File: src/rtl/id_instr_queue_if.sv
// IF->ID instruction queue handshake bundle.
// master: the fetch/decode side driving the queue inputs.
// slave:  the queue itself.
`timescale 1ns/1ps
interface id_instr_queue_if #(
  parameter int DEPTH = 4,
  parameter int PC_W  = 32
);
  localparam int CW = $clog2(DEPTH + 1);

  logic [PC_W-1:0] pc_if_i;
  logic [31:0]     instr_if_i;
  logic            valid_if_i;
  logic            ready_if_o;
  logic [PC_W-1:0] pc_id_o;
  logic [31:0]     instr_id_o;
  logic            valid_id_o;
  logic            ready_id_i;
  logic            flush_i;
  logic [CW-1:0]   count_o;

  modport master (
    output pc_if_i, instr_if_i, valid_if_i, ready_id_i, flush_i,
    input  ready_if_o, pc_id_o, instr_id_o, valid_id_o, count_o
  );

  modport slave (
    input  pc_if_i, instr_if_i, valid_if_i, ready_id_i, flush_i,
    output ready_if_o, pc_id_o, instr_id_o, valid_id_o, count_o
  );
endinterface

File: src/rtl/id_instr_queue.sv
// IF->ID instruction queue: DEPTH-entry FIFO of {pc, instr} pairs between
// fetch and decode. Presents NOP_INSTR when empty, flushes in one cycle.
// Optional feature macro: ID_QUEUE_BYPASS_EN (empty-queue combinational
// pass-through from IF to ID). Default build has no bypass.
`timescale 1ns/1ps
module id_instr_queue #(
  parameter int          DEPTH     = 4,
  parameter int          PC_W      = 32,
  parameter logic [31:0] NOP_INSTR = 32'h0000_0013
) (
  input logic              clk_i,
  input logic              rst_n_i,
  id_instr_queue_if.slave  q
);
  localparam int AW = $clog2(DEPTH);
  localparam int CW = $clog2(DEPTH + 1);

  typedef struct packed {
    logic [PC_W-1:0] pc;
    logic [31:0]     instr;
  } entry_t;

  entry_t        mem [DEPTH];
  logic [AW-1:0] wptr, rptr;
  logic [CW-1:0] count;

  entry_t        head;
  logic          bypass;
  logic          ready_if, valid_id;
  logic          push, pop;

  assign head = mem[rptr];

  // Bypass only when empty and IF is offering something that is not being flushed.
  always_comb begin
    bypass = 1'b0;
`ifdef ID_QUEUE_BYPASS_EN
    bypass = (count == '0) && q.valid_if_i && !q.flush_i;
`endif
  end

  // Head mux and handshake decode; ready_if comes from registered count only.
  always_comb begin
    ready_if = (count != CW'(DEPTH));
    if (bypass) begin
      valid_id     = 1'b1;
      q.pc_id_o    = q.pc_if_i;
      q.instr_id_o = q.instr_if_i;
    end else begin
      valid_id     = (count != '0) && !q.flush_i;
      q.pc_id_o    = head.pc;
      q.instr_id_o = valid_id ? head.instr : NOP_INSTR;
    end
    // A bypassed instruction consumed this cycle never touches storage.
    push = q.valid_if_i && ready_if && !q.flush_i && !(bypass && q.ready_id_i);
    pop  = valid_id && q.ready_id_i && !bypass;
  end

  assign q.ready_if_o = ready_if;
  assign q.valid_id_o = valid_id;
  assign q.count_o    = count;

  // Pointer and occupancy state; flush wins over push and pop.
  always_ff @(posedge clk_i or negedge rst_n_i) begin
    if (!rst_n_i) begin
      wptr  <= '0;
      rptr  <= '0;
      count <= '0;
    end else if (q.flush_i) begin
      wptr  <= '0;
      rptr  <= '0;
      count <= '0;
    end else begin
      if (push) wptr <= wptr + 1'b1;
      if (pop)  rptr <= rptr + 1'b1;
      case ({push, pop})
        2'b10:   count <= count + 1'b1;
        2'b01:   count <= count - 1'b1;
        default: count <= count;
      endcase
    end
  end

  // Entry storage; cleared on reset so the empty-queue pc output is deterministic.
  always_ff @(posedge clk_i or negedge rst_n_i) begin
    if (!rst_n_i) begin
      for (int i = 0; i < DEPTH; i++) mem[i] <= '0;
    end else if (push) begin
      mem[wptr] <= '{pc: q.pc_if_i, instr: q.instr_if_i};
    end
  end
endmodule

File: src/flat_wrapper.sv
// flat-port wrapper written by rule: the top's interface ports become plain ports
module id_instr_queue_flat 
#(
  parameter int          DEPTH     = 4,
  parameter int          PC_W      = 32,
  parameter logic [31:0] NOP_INSTR = 32'h0000_0013
)
  (clk_i, rst_n_i, q_pc_if_i, q_instr_if_i, q_valid_if_i, q_ready_id_i, q_flush_i, q_ready_if_o, q_pc_id_o, q_instr_id_o, q_valid_id_o, q_count_o);
  id_instr_queue_if #(.DEPTH(DEPTH), .PC_W(PC_W)) q_i ();
  input logic clk_i;
  input logic rst_n_i;
  input wire logic [$bits(q_i.pc_if_i)-1:0] q_pc_if_i;
  input wire logic [$bits(q_i.instr_if_i)-1:0] q_instr_if_i;
  input wire logic [$bits(q_i.valid_if_i)-1:0] q_valid_if_i;
  input wire logic [$bits(q_i.ready_id_i)-1:0] q_ready_id_i;
  input wire logic [$bits(q_i.flush_i)-1:0] q_flush_i;
  output wire logic [$bits(q_i.ready_if_o)-1:0] q_ready_if_o;
  output wire logic [$bits(q_i.pc_id_o)-1:0] q_pc_id_o;
  output wire logic [$bits(q_i.instr_id_o)-1:0] q_instr_id_o;
  output wire logic [$bits(q_i.valid_id_o)-1:0] q_valid_id_o;
  output wire logic [$bits(q_i.count_o)-1:0] q_count_o;
  assign q_i.pc_if_i = q_pc_if_i;
  assign q_i.instr_if_i = q_instr_if_i;
  assign q_i.valid_if_i = q_valid_if_i;
  assign q_i.ready_id_i = q_ready_id_i;
  assign q_i.flush_i = q_flush_i;
  assign q_ready_if_o = q_i.ready_if_o;
  assign q_pc_id_o = q_i.pc_id_o;
  assign q_instr_id_o = q_i.instr_id_o;
  assign q_valid_id_o = q_i.valid_id_o;
  assign q_count_o = q_i.count_o;
  id_instr_queue #(.DEPTH(DEPTH), .PC_W(PC_W), .NOP_INSTR(NOP_INSTR)) u_core (.clk_i(clk_i), .rst_n_i(rst_n_i), .q(q_i));
endmodule
File: config.mk
export PLATFORM = sky130hd
export DESIGN_NAME = id_instr_queue_flat
export DESIGN_NICKNAME = d
export VERILOG_FILES = /design/src/rtl/id_instr_queue_if.sv /design/src/rtl/id_instr_queue.sv /design/src/flat_wrapper.sv
export SDC_FILE = /design/constraint.sdc
export NUM_CORES = 1
export LEC_CHECK = 0
export ABC_AREA = 1
export CORE_ASPECT_RATIO = 1.5
export CORE_MARGIN = 2
export CORE_UTILIZATION = 45
export CTS_CLUSTER_SIZE = 30
export DETAILED_ROUTE_END_ITERATION = 8
export GPL_TIMING_DRIVEN = 0
export PLACE_DENSITY = 0.71
export RECOVER_POWER = 100
export SLEW_MARGIN = 20
export SYNTH_ARGS = -nofsm -noshare
export SYNTH_HDL_FRONTEND = slang
export SYNTH_SLANG_ARGS = --single-unit
File: constraint.sdc
create_clock -name clk_i -period 2.04 [get_ports clk_i]
set_input_delay 0.306 -clock clk_i [delete_from_list [all_inputs] [get_ports clk_i]]
set_output_delay 0.306 -clock clk_i [all_outputs]
set_load 0.02 [all_outputs]
== Word level (Yosys, flattened, before mapping) ==
Cells that the tools add are included.

* Equality and inequality tests: 3
* Order comparisons: 3
* Add/subtract/negate cells: 4
* Muxes and demuxes: 13
* Reductions and logical operators: 10
* Bitwise operators: 2

{| class="wikitable"
|+ Operators with widths
! operator !! number
|-
| $bwmux W256 || 1
|-
| $mux W64 || 3
|-
| $bmux W64 S2 || 1
|-
| $demux W64 S2 || 1
|-
| $mux W32 || 1
|-
| $mux W2 || 4
|-
| $ge A3 B3 Y1 const B || 2
|-
| $not A2 Y3 || 2
|-
| $pmux W3 S2 || 1
|-
| $reduce_bool A3 Y1 || 2
|-
| $logic_and A1 B1 Y1 || 5
|-
| $add A2 B1 Y2 const B || 2
|-
| $reduce_bool A2 Y1 || 2
|-
| $add A3 B1 Y3 const B || 1
|-
| $lt A3 B1 Y1 const B || 1
|-
| $mux W3 || 1
|-
| $ne A3 B3 Y1 const B || 1
|-
| $sub A3 B1 Y3 const B || 1
|-
| $eq A2 B1 Y1 const B || 1
|-
| $eq A2 B2 Y1 const B || 1
|-
| $logic_not A1 Y1 || 1
|}

* Bits in registers: 263
* Output and inout port bits: 69

== Depth between registers and ports, before layout ==
* Depth in word-level cells: 6
* Mapped depth: 13
* Depth with buffers taken out: 13

== Worst setup path after synthesis ==
No wires, ideal clock.

* Path kind: register -> output
* From: register u_core.rptr[0]
* To: output port q_instr_id_o[0]
* Data arrival time: 1.659 ns
* Required time: 1.734 ns
* Cell stages (with the launch flop): 6
* Setup slack: 0.075 ns
* Cells stage by stage: dfrtp_1 > inv_2 > buf_2 > buf_2 > nor2_1 > o311ai_0

* Cells in the longest elaborated chain, start to end: 5

{| class="wikitable"
|+ RTL lines
! element !! RTL line !! text
|-
| start, declared || id_instr_queue.sv:24 || <nowiki>logic [AW-1:0] wptr, rptr;</nowiki>
|-
| start signal, assigned || id_instr_queue.sv:75 || <nowiki>if (pop) rptr <= rptr + 1'b1;</nowiki>
|-
| $not A2 Y3 (implied by the code) || id_instr_queue.sv:32 || <nowiki>assign head = mem[rptr];</nowiki>
|-
| $bmux W64 S2 || id_instr_queue.sv:32 ||
|-
| $mux W64 (implied by the code) (2 in a row) || id_instr_queue.sv:32 ||
|-
| $mux W32 || id_instr_queue.sv:52 || <nowiki>q.instr_id_o = valid_id ? head.instr : NOP_INSTR;</nowiki>
|-
| end, declared || flat_wrapper.sv:19 || <nowiki>output wire logic [$bits(q_i.instr_id_o)-1:0] q_instr_id_o;</nowiki>
|}

No other way between the ends. The select of a mux whose other input is x is not followed.

== Worst setup path after layout ==
* From: register u_core.rptr[0]
* To: output port q_instr_id_o[31]

The elaborated chain is that of the path after synthesis.

==> flow_summary.ini <==
[placement]
hpwl_mm = 24.1
globalplace.congestion = 0.844
port_buffers = 137

[floorplanning]
die_x_um = 138
core_area_um2 = 26400
core.rowCount = 73
start_util_pct = 45.7
pin_count = 138
die_y_um = 204
dieArea_um2 = 28100

[flow_run]
drv_cap = 0

[global_routing]
groute.usage.overall_pct = 26.3
first_global_vias = 10600
overflow = 0
antenna_found_initial = 0
met1_usage_pct = 32.1
grt_pass1_wl_mm = 57.2
busiest_layer = met2
grt_max_degree = 83
grt_use_met3_pct = 3.30
grtUsageMet2_pct = 45.7

[synth]
synth_top_cell_by_area = dfrtp_1
yosysSeqAreaShare_pct = 54.6
ys_warn_count = 0
synthCells = 1380
synth_area_per_cell_um2 = 8.73
netlist_top_cells_area = dfrtp_1 55%, nand2_1 8.7%, o21ai_1 8.7%, nor2_1 6.1%, o21ai_0 5.3%
ys_seq_elements = 263
synth_area_um2 = 12100
synth_top_area_share_pct = 54.6
syn_nets = 1454
yosysUniqueCellTypes = 23

[route]
via_count = 10600
finalWirelength_mm = 36.6
drt_pass1_iterations = 7
drtIter0Drc = 796
drt-wirelength-per-cell_um = 19.0
viasPerCell = 5.50
antenna_left = 0
drc_errors = 0

[clock_tree]
htree_levels = 1
clk_path_buf_depth = 3
cts-root-buf = clkbuf_16
clock_sinks = 263
cts_buffers = 26
insertion_delay_ps = 540
tritoncts = yes
clk_pin_slew_ps = 60

[critical_path]
reg2reg_from = u_core.q.count_o[1]
r2r_setup_slack_ps = -50
critPathTopFamily = buffers and inverters
worst_setup_path_start_kind = register
cp.buffers_inverters = 3
r2r_end = u_core.mem[86]
cp.required_ps = 1730
path_class = register to output port
reg2reg_depth = 9
worstPathMaxFanout = 10
slowest_stage = dfrtp_2
cp.arrival_ps = 1980
cp.depth = 7
slowest_delay_ps = 440
crit_path_cell_trace = buf_8 -> buf_8 -> nor2_1 -> nor2_1 -> o21ai_0 -> a21oi_2 -> buf_4
end_kind = output port

[sta]
rsz0062_at_grt = true
period_share_pct = 112
fin_ws_ps = -243
setup-tns-final_ps = -10780
hold_viol = 0
max_slew_margin_pct = 37.1
slew_viol_final = 0
worst_slew_pin_slew_ps = 944
max_freq_mhz = 438
fin_skew_ps = 14.3
setup_viol = 75
min_period_ps = 2280

[cells_and_area]
drive_gt1_share_pct = 22.8
final_common_cell = nand2_1
layout_common_cells = 283 x nand2_1, 268 x o21ai_1, 260 x dfrtp_1, 160 x nor2_1, 74 x inv_1
fill_cells = 2313
nets = 1642
area_growth_pct = 30.1
num_antenna_cells = 0

[power_and_ir_drop]
ir_worst_vdd_mv = 0.683
power_density_nw_per_um2 = 1500
leakagePower_nw = 7.45
total_power_mw = 23.5

[outcome]
violations = setup timing
outcome = complete, but fails checks

[min_path]
hp-class = input port to asynchronous set/reset pin
-- cell type report --
type                    instances  area, um^2  share of cell area [%]
repair buffers                160        1610                    10.3
plain buffers                 101        1180                    7.55
well taps                     337         422                    2.69
inverters                      77         292                    1.86
flip-flops and latches        263        6590                    42.0
clock inverters                 5        25.0                   0.160
clock buffers                  39         811                    5.17
multi-input cells             939        4750                    30.3
-- layer usage --
metal,up-vias,routed length [um],share of wire [%]
li1,4913,-,-
met2,399,19000,52
met5,-,0,0
met4,0,1600,4.4
met3,107,2060,5.6
met1,5149,13900,38
-- where the power goes --
part	switching [mW]	total [mW]	internal, mW
Sequential	1.33	8.77	7.44
Combinational	5.53	10.0	4.48
Clock	2.02	4.74	2.72
-- registers in the layout, summed over array words and instances, names as in the netlist --
register	flops
u_core.q.count_o	3
u_core.rptr	2
u_core.mem	256
u_core.wptr	2
-- synth_stat cells, drive strengths merged --
master	n
fa	1
ha	4
o311ai	3
buf	74
clkbuf	27
nand3	3
xnor2	1
inv	77
a21oi	30
o22ai	32
nor2	196
nand2	284
o21ai	385
dfrtp	263
-- through the flow --
| step | cell area [um^2] | utilization (%) | std cells | hold WS, ps | setup WS (ps) |
|---|---|---|---|---|---|
| final | 15700 | 59.4 | 1921 | 283 | -243 |
| after global routing | 15700 | 59.4 | 1921 | 330 | -319 |
| after CTS | 15300 | 58.1 | 1914 | 312 | -218 |
| after detailed placement | 13900 | 52.8 | 1857 | 265 | -747 |
| after global placement | 13800 | 52.5 | 1854 | 459 | -10460 |
| after floorplan | 12100 | - | 1380 | 10.4 | 74.7 |
-- what timing repair did --
action	4_1_cts	5_1_grt
hold endpoints to repair	57	0
pin swaps	31	27
resized for setup	509	157
hold buffers	1	0
setup endpoints to repair	67	66
buffers inserted	6	4
gates cloned	6	3
-- worst max-delay path by stage --
stage	from	end	slack [ps]
floorplan	u_core.rptr[0]	q_instr_id_o[0]	70
global placement	rst_n_i	u_core.mem[85]	-10460
detailed placement	q_flush_i	q_instr_id_o[29]	-750
CTS	u_core.rptr[0]	q_pc_id_o[9]	-220
global route	u_core.rptr[0]	q_instr_id_o[3]	-320
finish	u_core.rptr[0]	q_instr_id_o[31]	-240
-- cells by family (layout without fill, tap and decap cells) --
group | after synthesis | after routing | share of synthesized area (%)
compound gates | 450 | 450 | 20.6
xor+xnor | 1 | 1 | 0.0727
flops | 263 | 263 | 54.6
buf+inv | 178 | 382 | 8.90
simple gates | 483 | 483 | 15.2
fa+ha+maj | 5 | 5 | 0.581
No activity file was read; power rests on OpenSTA's default activity.
